File: src/rtl/cp0_pkg.sv
// CP0 register addresses, exception codes and TLB register field positions.
// This package is shared by every CP0 block.
package cp0_pkg;

    // Register addresses as {rd[4:0], sel[2:0]}.
    localparam logic [7:0] CP0_INDEX    = {5'd0,  3'd0};
    localparam logic [7:0] CP0_RANDOM   = {5'd1,  3'd0};
    localparam logic [7:0] CP0_ENTRYLO0 = {5'd2,  3'd0};
    localparam logic [7:0] CP0_ENTRYLO1 = {5'd3,  3'd0};
    localparam logic [7:0] CP0_CONTEXT  = {5'd4,  3'd0};
    localparam logic [7:0] CP0_PAGEMASK = {5'd5,  3'd0};
    localparam logic [7:0] CP0_WIRED    = {5'd6,  3'd0};
    localparam logic [7:0] CP0_BADVADDR = {5'd8,  3'd0};
    localparam logic [7:0] CP0_ENTRYHI  = {5'd10, 3'd0};

    localparam logic [4:0] EXC_MOD  = 5'd1;
    localparam logic [4:0] EXC_TLBL = 5'd2;
    localparam logic [4:0] EXC_TLBS = 5'd3;
    localparam logic [4:0] EXC_ADEL = 5'd4;
    localparam logic [4:0] EXC_ADES = 5'd5;

    localparam int INDEX_P_BIT      = 31;
    localparam int ENTRYLO_W        = 26;
    localparam int ENTRYHI_VPN2_LSB = 13;
    localparam int VPN2_W           = 19;
    localparam int CTX_BADVPN2_LSB  = 4;
    localparam int CTX_PTEBASE_LSB  = 23;
    localparam int PTEBASE_W        = 9;
    localparam int PAGEMASK_LSB     = 13;
    localparam int PAGEMASK_W       = 12;

endpackage

File: src/rtl/cp0_random_ctr.sv
// Random register: counts down each cycle from TLB_ENTRIES-1 to Wired, then wraps.
// A Wired write restarts the count from the top.
module cp0_random_ctr #(
    parameter int TLB_ENTRIES = 16,
    localparam int IDX_W = $clog2(TLB_ENTRIES)
) (
    input  logic             clk,
    input  logic             rst,
    input  logic [IDX_W-1:0] wired,
    input  logic             wired_we,
    output logic [IDX_W-1:0] random
);

    localparam logic [IDX_W-1:0] TOP = IDX_W'(TLB_ENTRIES - 1);

    logic [IDX_W-1:0] random_q;
    logic [IDX_W-1:0] random_d;

    // '<=' rather than '==' keeps the counter from ever sliding under Wired.
    always_comb begin
        random_d = random_q - 1'b1;
        if (wired_we || random_q <= wired) begin
            random_d = TOP;
        end
    end

    always_ff @(posedge clk) begin
        if (!rst) begin
            random_q <= TOP;
        end else begin
            random_q <= random_d;
        end
    end

    assign random = random_q;

endmodule

File: src/rtl/cp0_tlb_regs.sv
// CP0 TLB-management registers: Index, Random, EntryLo0/1, Context, PageMask,
// Wired, EntryHi, BadVAddr. Fields are stored individually; reads re-pack them.
module cp0_tlb_regs
    import cp0_pkg::*;
#(
    parameter int TLB_ENTRIES = 16,
    parameter int ASID_W      = 8,
    parameter bit PAGEMASK_EN = 1'b0,
    localparam int IDX_W = $clog2(TLB_ENTRIES)
) (
    input  logic             clk,
    input  logic             rst,
    input  logic             cp0_we,
    input  logic [7:0]       addr,
    input  logic [31:0]      data_in,
    output logic [31:0]      data_out,
    input  logic             tlbp_we,
    input  logic             tlbp_found,
    input  logic [IDX_W-1:0] tlbp_idx,
    input  logic             tlbr_we,
    input  logic [31:0]      tlbr_entryhi,
    input  logic [31:0]      tlbr_entrylo0,
    input  logic [31:0]      tlbr_entrylo1,
    input  logic [31:0]      tlbr_pagemask,
    input  logic             tlb_exc,
    input  logic             adr_exc,
    input  logic [31:0]      badvaddr,
    output logic [IDX_W-1:0] index_out,
    output logic [IDX_W-1:0] random_out,
    output logic [31:0]      entryhi_out,
    output logic [31:0]      entrylo0_out,
    output logic [31:0]      entrylo1_out,
    output logic [31:0]      pagemask_out
);

    logic [IDX_W-1:0]      index_q,    index_d;
    logic                  p_q,        p_d;
    logic [ENTRYLO_W-1:0]  entrylo0_q, entrylo0_d;
    logic [ENTRYLO_W-1:0]  entrylo1_q, entrylo1_d;
    logic [VPN2_W-1:0]     vpn2_q,     vpn2_d;
    logic [ASID_W-1:0]     asid_q,     asid_d;
    logic [PTEBASE_W-1:0]  ptebase_q,  ptebase_d;
    logic [VPN2_W-1:0]     badvpn2_q,  badvpn2_d;
    logic [PAGEMASK_W-1:0] pagemask_q, pagemask_d;
    logic [IDX_W-1:0]      wired_q,    wired_d;
    logic [31:0]           badvaddr_q, badvaddr_d;

    logic                  wired_we;
    logic [IDX_W-1:0]      random;
    logic [31:0]           index_word;
    logic [31:0]           entryhi_word;
    logic [31:0]           pagemask_word;
    logic [31:0]           context_word;

    assign wired_we = cp0_we && (addr == CP0_WIRED);

    // Assignments go lowest priority first so later ones win per field.
    always_comb begin
        index_d    = index_q;
        p_d        = p_q;
        entrylo0_d = entrylo0_q;
        entrylo1_d = entrylo1_q;
        vpn2_d     = vpn2_q;
        asid_d     = asid_q;
        ptebase_d  = ptebase_q;
        badvpn2_d  = badvpn2_q;
        pagemask_d = pagemask_q;
        wired_d    = wired_q;
        badvaddr_d = badvaddr_q;

        if (cp0_we) begin
            case (addr)
                CP0_INDEX:    index_d    = data_in[IDX_W-1:0];
                CP0_ENTRYLO0: entrylo0_d = data_in[ENTRYLO_W-1:0];
                CP0_ENTRYLO1: entrylo1_d = data_in[ENTRYLO_W-1:0];
                CP0_CONTEXT:  ptebase_d  = data_in[CTX_PTEBASE_LSB +: PTEBASE_W];
                CP0_ENTRYHI: begin
                    vpn2_d = data_in[ENTRYHI_VPN2_LSB +: VPN2_W];
                    asid_d = data_in[ASID_W-1:0];
                end
                CP0_PAGEMASK: begin
                    if (PAGEMASK_EN) pagemask_d = data_in[PAGEMASK_LSB +: PAGEMASK_W];
                end
                CP0_WIRED: begin
                    if (data_in < 32'(TLB_ENTRIES)) wired_d = data_in[IDX_W-1:0];
                end
                default: ;
            endcase
        end

        if (tlbp_we) begin
            if (tlbp_found) begin
                index_d = tlbp_idx;
                p_d     = 1'b0;
            end else begin
                p_d     = 1'b1;
            end
        end

        if (tlbr_we) begin
            vpn2_d     = tlbr_entryhi[ENTRYHI_VPN2_LSB +: VPN2_W];
            asid_d     = tlbr_entryhi[ASID_W-1:0];
            entrylo0_d = tlbr_entrylo0[ENTRYLO_W-1:0];
            entrylo1_d = tlbr_entrylo1[ENTRYLO_W-1:0];
            if (PAGEMASK_EN) pagemask_d = tlbr_pagemask[PAGEMASK_LSB +: PAGEMASK_W];
        end

        if (tlb_exc) begin
            vpn2_d    = badvaddr[ENTRYHI_VPN2_LSB +: VPN2_W];
            badvpn2_d = badvaddr[ENTRYHI_VPN2_LSB +: VPN2_W];
        end

        if (tlb_exc || adr_exc) begin
            badvaddr_d = badvaddr;
        end
    end

    always_ff @(posedge clk) begin
        if (!rst) begin
            index_q    <= '0;
            p_q        <= 1'b0;
            entrylo0_q <= '0;
            entrylo1_q <= '0;
            vpn2_q     <= '0;
            asid_q     <= '0;
            ptebase_q  <= '0;
            badvpn2_q  <= '0;
            pagemask_q <= '0;
            wired_q    <= '0;
            badvaddr_q <= '0;
        end else begin
            index_q    <= index_d;
            p_q        <= p_d;
            entrylo0_q <= entrylo0_d;
            entrylo1_q <= entrylo1_d;
            vpn2_q     <= vpn2_d;
            asid_q     <= asid_d;
            ptebase_q  <= ptebase_d;
            badvpn2_q  <= badvpn2_d;
            pagemask_q <= pagemask_d;
            wired_q    <= wired_d;
            badvaddr_q <= badvaddr_d;
        end
    end

    cp0_random_ctr #(
        .TLB_ENTRIES(TLB_ENTRIES)
    ) u_random (
        .clk      (clk),
        .rst      (rst),
        .wired    (wired_q),
        .wired_we (wired_we),
        .random   (random)
    );

    always_comb begin
        index_word                          = '0;
        index_word[INDEX_P_BIT]             = p_q;
        index_word[IDX_W-1:0]               = index_q;
        entryhi_word                        = '0;
        entryhi_word[ENTRYHI_VPN2_LSB +: VPN2_W] = vpn2_q;
        entryhi_word[ASID_W-1:0]            = asid_q;
        pagemask_word                       = '0;
        pagemask_word[PAGEMASK_LSB +: PAGEMASK_W] = pagemask_q;
        context_word                        = '0;
        context_word[CTX_PTEBASE_LSB +: PTEBASE_W] = ptebase_q;
        context_word[CTX_BADVPN2_LSB +: VPN2_W]    = badvpn2_q;
    end

    always_comb begin
        case (addr)
            CP0_INDEX:    data_out = index_word;
            CP0_RANDOM:   data_out = 32'(random);
            CP0_ENTRYLO0: data_out = 32'(entrylo0_q);
            CP0_ENTRYLO1: data_out = 32'(entrylo1_q);
            CP0_CONTEXT:  data_out = context_word;
            CP0_PAGEMASK: data_out = pagemask_word;
            CP0_WIRED:    data_out = 32'(wired_q);
            CP0_BADVADDR: data_out = badvaddr_q;
            CP0_ENTRYHI:  data_out = entryhi_word;
            default:      data_out = '0;
        endcase
    end

    assign index_out    = index_q;
    assign random_out   = random;
    assign entryhi_out  = entryhi_word;
    assign entrylo0_out = 32'(entrylo0_q);
    assign entrylo1_out = 32'(entrylo1_q);
    assign pagemask_out = pagemask_word;

    // Read-back bits outside the writable fields are dropped by design.
    logic unused_tlbr_bits;
    assign unused_tlbr_bits = ^{tlbr_entryhi, tlbr_entrylo0, tlbr_entrylo1, tlbr_pagemask};

endmodule

File: config.mk
export PLATFORM = sky130hd
export DESIGN_NAME = cp0_tlb_regs
export DESIGN_NICKNAME = d
export VERILOG_FILES = /design/src/rtl/cp0_pkg.sv /design/src/rtl/cp0_random_ctr.sv /design/src/rtl/cp0_tlb_regs.sv
export SDC_FILE = /design/constraint.sdc
export NUM_CORES = 1
export LEC_CHECK = 0
export BUFFER_PORTS_ARGS = -buffer_cell sky130_fd_sc_hd__buf_2
export CORE_AREA = 2 2 149 151
export DETAILED_ROUTE_END_ITERATION = 8
export DIE_AREA = 0 0 151 153
export HOLD_SLACK_MARGIN = 0.02
export PLACE_DENSITY = 0.8
export SYNTH_ARGS = -nofsm -noshare
export SYNTH_HDL_FRONTEND = slang
export SYNTH_SLANG_ARGS = --single-unit
File: constraint.sdc
create_clock -name clk -period 1.3 [get_ports clk]
set_input_delay 0.065 -clock clk [delete_from_list [all_inputs] [get_ports clk]]
set_output_delay 0.065 -clock clk [all_outputs]
set_load 0.05 [all_outputs]
==> impl_metrics.ini <==
[status]
status = finished with violations
violations = setup timing

[critical_path]
critPathKind = register to output pin
cp-start-kind = register
reg2reg_depth = 6
cp-end-kind = output pin
timing.rr.end = u_random.random[2]
reg2reg_slack_ns = -0.03
crit_required_ns = 1.24
cp_data_arrival_time_ns = 1.59
worstPathMaxFanout = 2
crit_end = data_out[7]
crit_start = badvaddr_q[7]
r2r_start = wired_q[1]

[timing]
min_period_ns = 1.66
setup_viol = 41
period_share_pct = 128
final-max-slew-violation-count = 0
fin_worst_skew_ns = 0.00805
layout_setup_ws_ns = -0.359
hold_violations = 0
fmax_ghz = 0.603
holdWs_ns = 0.0411
rsz0062_at_grt = yes

[place]
hpwl_um = 25600
place_congestion = 0.934
portBuffers = 281
post-place-ws_ns = -0.419

[routing]
met3_length_um = 3340
highest_layer = met5
vias = 9762
drt_iter0_drc = 986
wl_met2_um = 17800
firstDrtPassIters = 7
routed_wl_um = 38300
viasPerCell = 5.54
wl_per_cell_um = 21.7
postRouteAntennaNets = 0
drt-met1-wl_um = 15000
drc = 0

[global_routing]
grt_pass1_vias = 9603
antenna_found_initial = 6
overflow = 0
grt_pass1_wl_um = 55100
grt_max_degree = 58
grt_use_total_pct = 31.4

[logic_synthesis]
synth-main-ff-cell = dfxtp_1
synth_edf_count = 0
syn-cell-area_um2 = 8000
synth_area_per_cell_um2 = 8.17
yosysTopAreaCellShare_pct = 38.1
ys_ff_latch = 152
synth_area_leaders = dfxtp_1 (38%), mux2i_1 (9.6%), nand2_1 (8.9%)
synth_cell_type_count = 46
yosysSeqAreaShare_pct = 38.1
synth_top_cell_by_area = dfxtp_1
ys_warn_count = 0
synth_cells = 979
synthArstFlopShare_pct = 0

[cells_and_area]
num-fill-cells = 1678
layout_commonest_cell = buf_2
synthToLayoutAreaGrowth_pct = 68.8
layout-drive-gt1-share_pct = 41.9
layout_common_cells = buf_2 (237), nand2_1 (175), dlygate4sd3_1 (120)
nets = 1678

[pwr]
p_leak_nw = 6.12
switchingPower_mw = 4.58
cell_internal_pwr_mw = 8.88
clkPwrFrac_pct = 36.3
p_total_mw = 13.5
comb_power_share_pct = 24.7
swShare_pct = 34.0
seqPwrFrac_pct = 39.0
power.density_nw_per_um2 = 997
ir_worst_vdd_mv = 0.865

[cts]
cts_tree = yes
cts_buffers = 17
clockBufferDepth = 2
cts.sinks = 152
htreeDepth = 4
cts-root-buf = clkbuf_16
cts.reportedPaths.clkPinSlew_ns = 0.07
clk-insertion-delay-late_ns = 0.44

[floorplanning]
initial_utilization_pct = 37.2
io_pins = 380
die_y_um = 153
die_area_um2 = 23100
core_um2 = 21500
die_w_um = 151
num_rows = 54

[run]
cap_violations = 0

[worst_hold_path]
hold_path.class = input port to register
[routing by layer]
layer  vias to the layer above  track usage [%]
li1                       4372                -
met3                       143             6.45
met1                      4605             38.6
met5                         -                0
met4                         2             18.2
met2                       640             50.7
[power by group through the flow]
stage                     registers, mW  logic [mW]  clock network (mW)
after CTS                          5.23        3.16                4.90
after global routing               5.28        3.49                5.10
after detailed placement           5.31        2.76                   0
final                              5.25        3.32                4.89
after global placement             5.30        2.73                   0
after floorplan                    5.88        1.24                   0
[sequential cells by signal (all words and copies together), names as in the netlist]
name and count:
asid_q 8, badvaddr_q 32, badvpn2_q 19, entrylo0_q 26
entrylo1_q 26, index_out 4, p_q 1, ptebase_q 9
u_random.random 4, vpn2_q 19, wired_q 4
[worst max-delay path, stage by stage, from the launching register on]
cell	delay (ns)
dfxtp_1	0.33
a22o_1	0.25
a22oi_2	0.28
o21ai_4	0.12
buf_6	0.17
[stage by stage]
stage / TNS [ns] / area, µm² / util, % / std cells
finish: -7.02 / 13500 / 62.8 / 1761
global placement: -36.04 / 10700 / 49.8 / 1578
CTS: -7.12 / 13200 / 61.3 / 1743
floorplan: -8.91 / 8540 / - / 1027
detailed placement: -36.96 / 10700 / 49.8 / 1578
global route: -8.61 / 13500 / 62.8 / 1759
[kinds of logic after synthesis]
family	after synthesis	share of synthesized area (%)
AND/OR/NAND/NOR	287	16.7
multiplexers	77	9.64
adder cells (fa/ha/maj)	5	0.782
other	1	0.0469
AO/OA/AOI/OAI	319	25.1
buffers and inverters	136	9.44
XOR/XNOR	2	0.219
flip-flops	152	38.1
[synth_stat cells (7+ instances only)]
cell and n:
a21oi_1 40, o211ai_1 7, dfxtp_1 152, inv_1 8
o22ai_1 7, a31oi_1 26, o21ai_1 23, buf_2 15
nor4_1 7, nand2b_1 20, a22oi_1 52, nand3_1 24
buf_4 50, o21ai_0 86, a21boi_0 51, nor2b_1 13
mux2i_1 77, a22o_1 8, nand2_1 189, clkbuf_1 56
a21o_1 7
[worst min-delay path by stage]
stage / from / to / slack (ns) / cells after the start
3_3_place_gp: tlbp_found / p_q / 0.27 / 2
4_1_cts: data_in[23] / ptebase_q[0] / 0.02 / 4
3_5_place_dp: tlbp_found / p_q / 0.27 / 2
6_report: data_in[6] / entrylo0_q[6] / 0.04 / 4
2_1_floorplan: tlbp_we / p_q / 0.15 / 1
5_1_grt: data_in[13] / entrylo0_q[13] / 0.04 / 4
[layout make-up]
cell class	count	area [µm²]	share of cell area (%)
inverter	8	31.3	0.232
sequential	152	3100	23.0
multi-input combinational	739	5050	37.4
tap	280	350	2.60
clock buffer	19	443	3.28
timing repair buffer	543	4380	32.5
antenna	7	17.5	0.130
clock inverter	13	120	0.890
[repair_timing]
action | in CTS | in global routing
endpoints found under the setup margin | 36 | 60
cloned | 0 | 3
hold buffers | 120 | 0
resized for setup | 170 | 59
pin swaps | 34 | 28
endpoints found under the hold margin | 124 | 0
setup buffers | 13 | 10
Note: power is estimated with default switching activity, not from simulation.
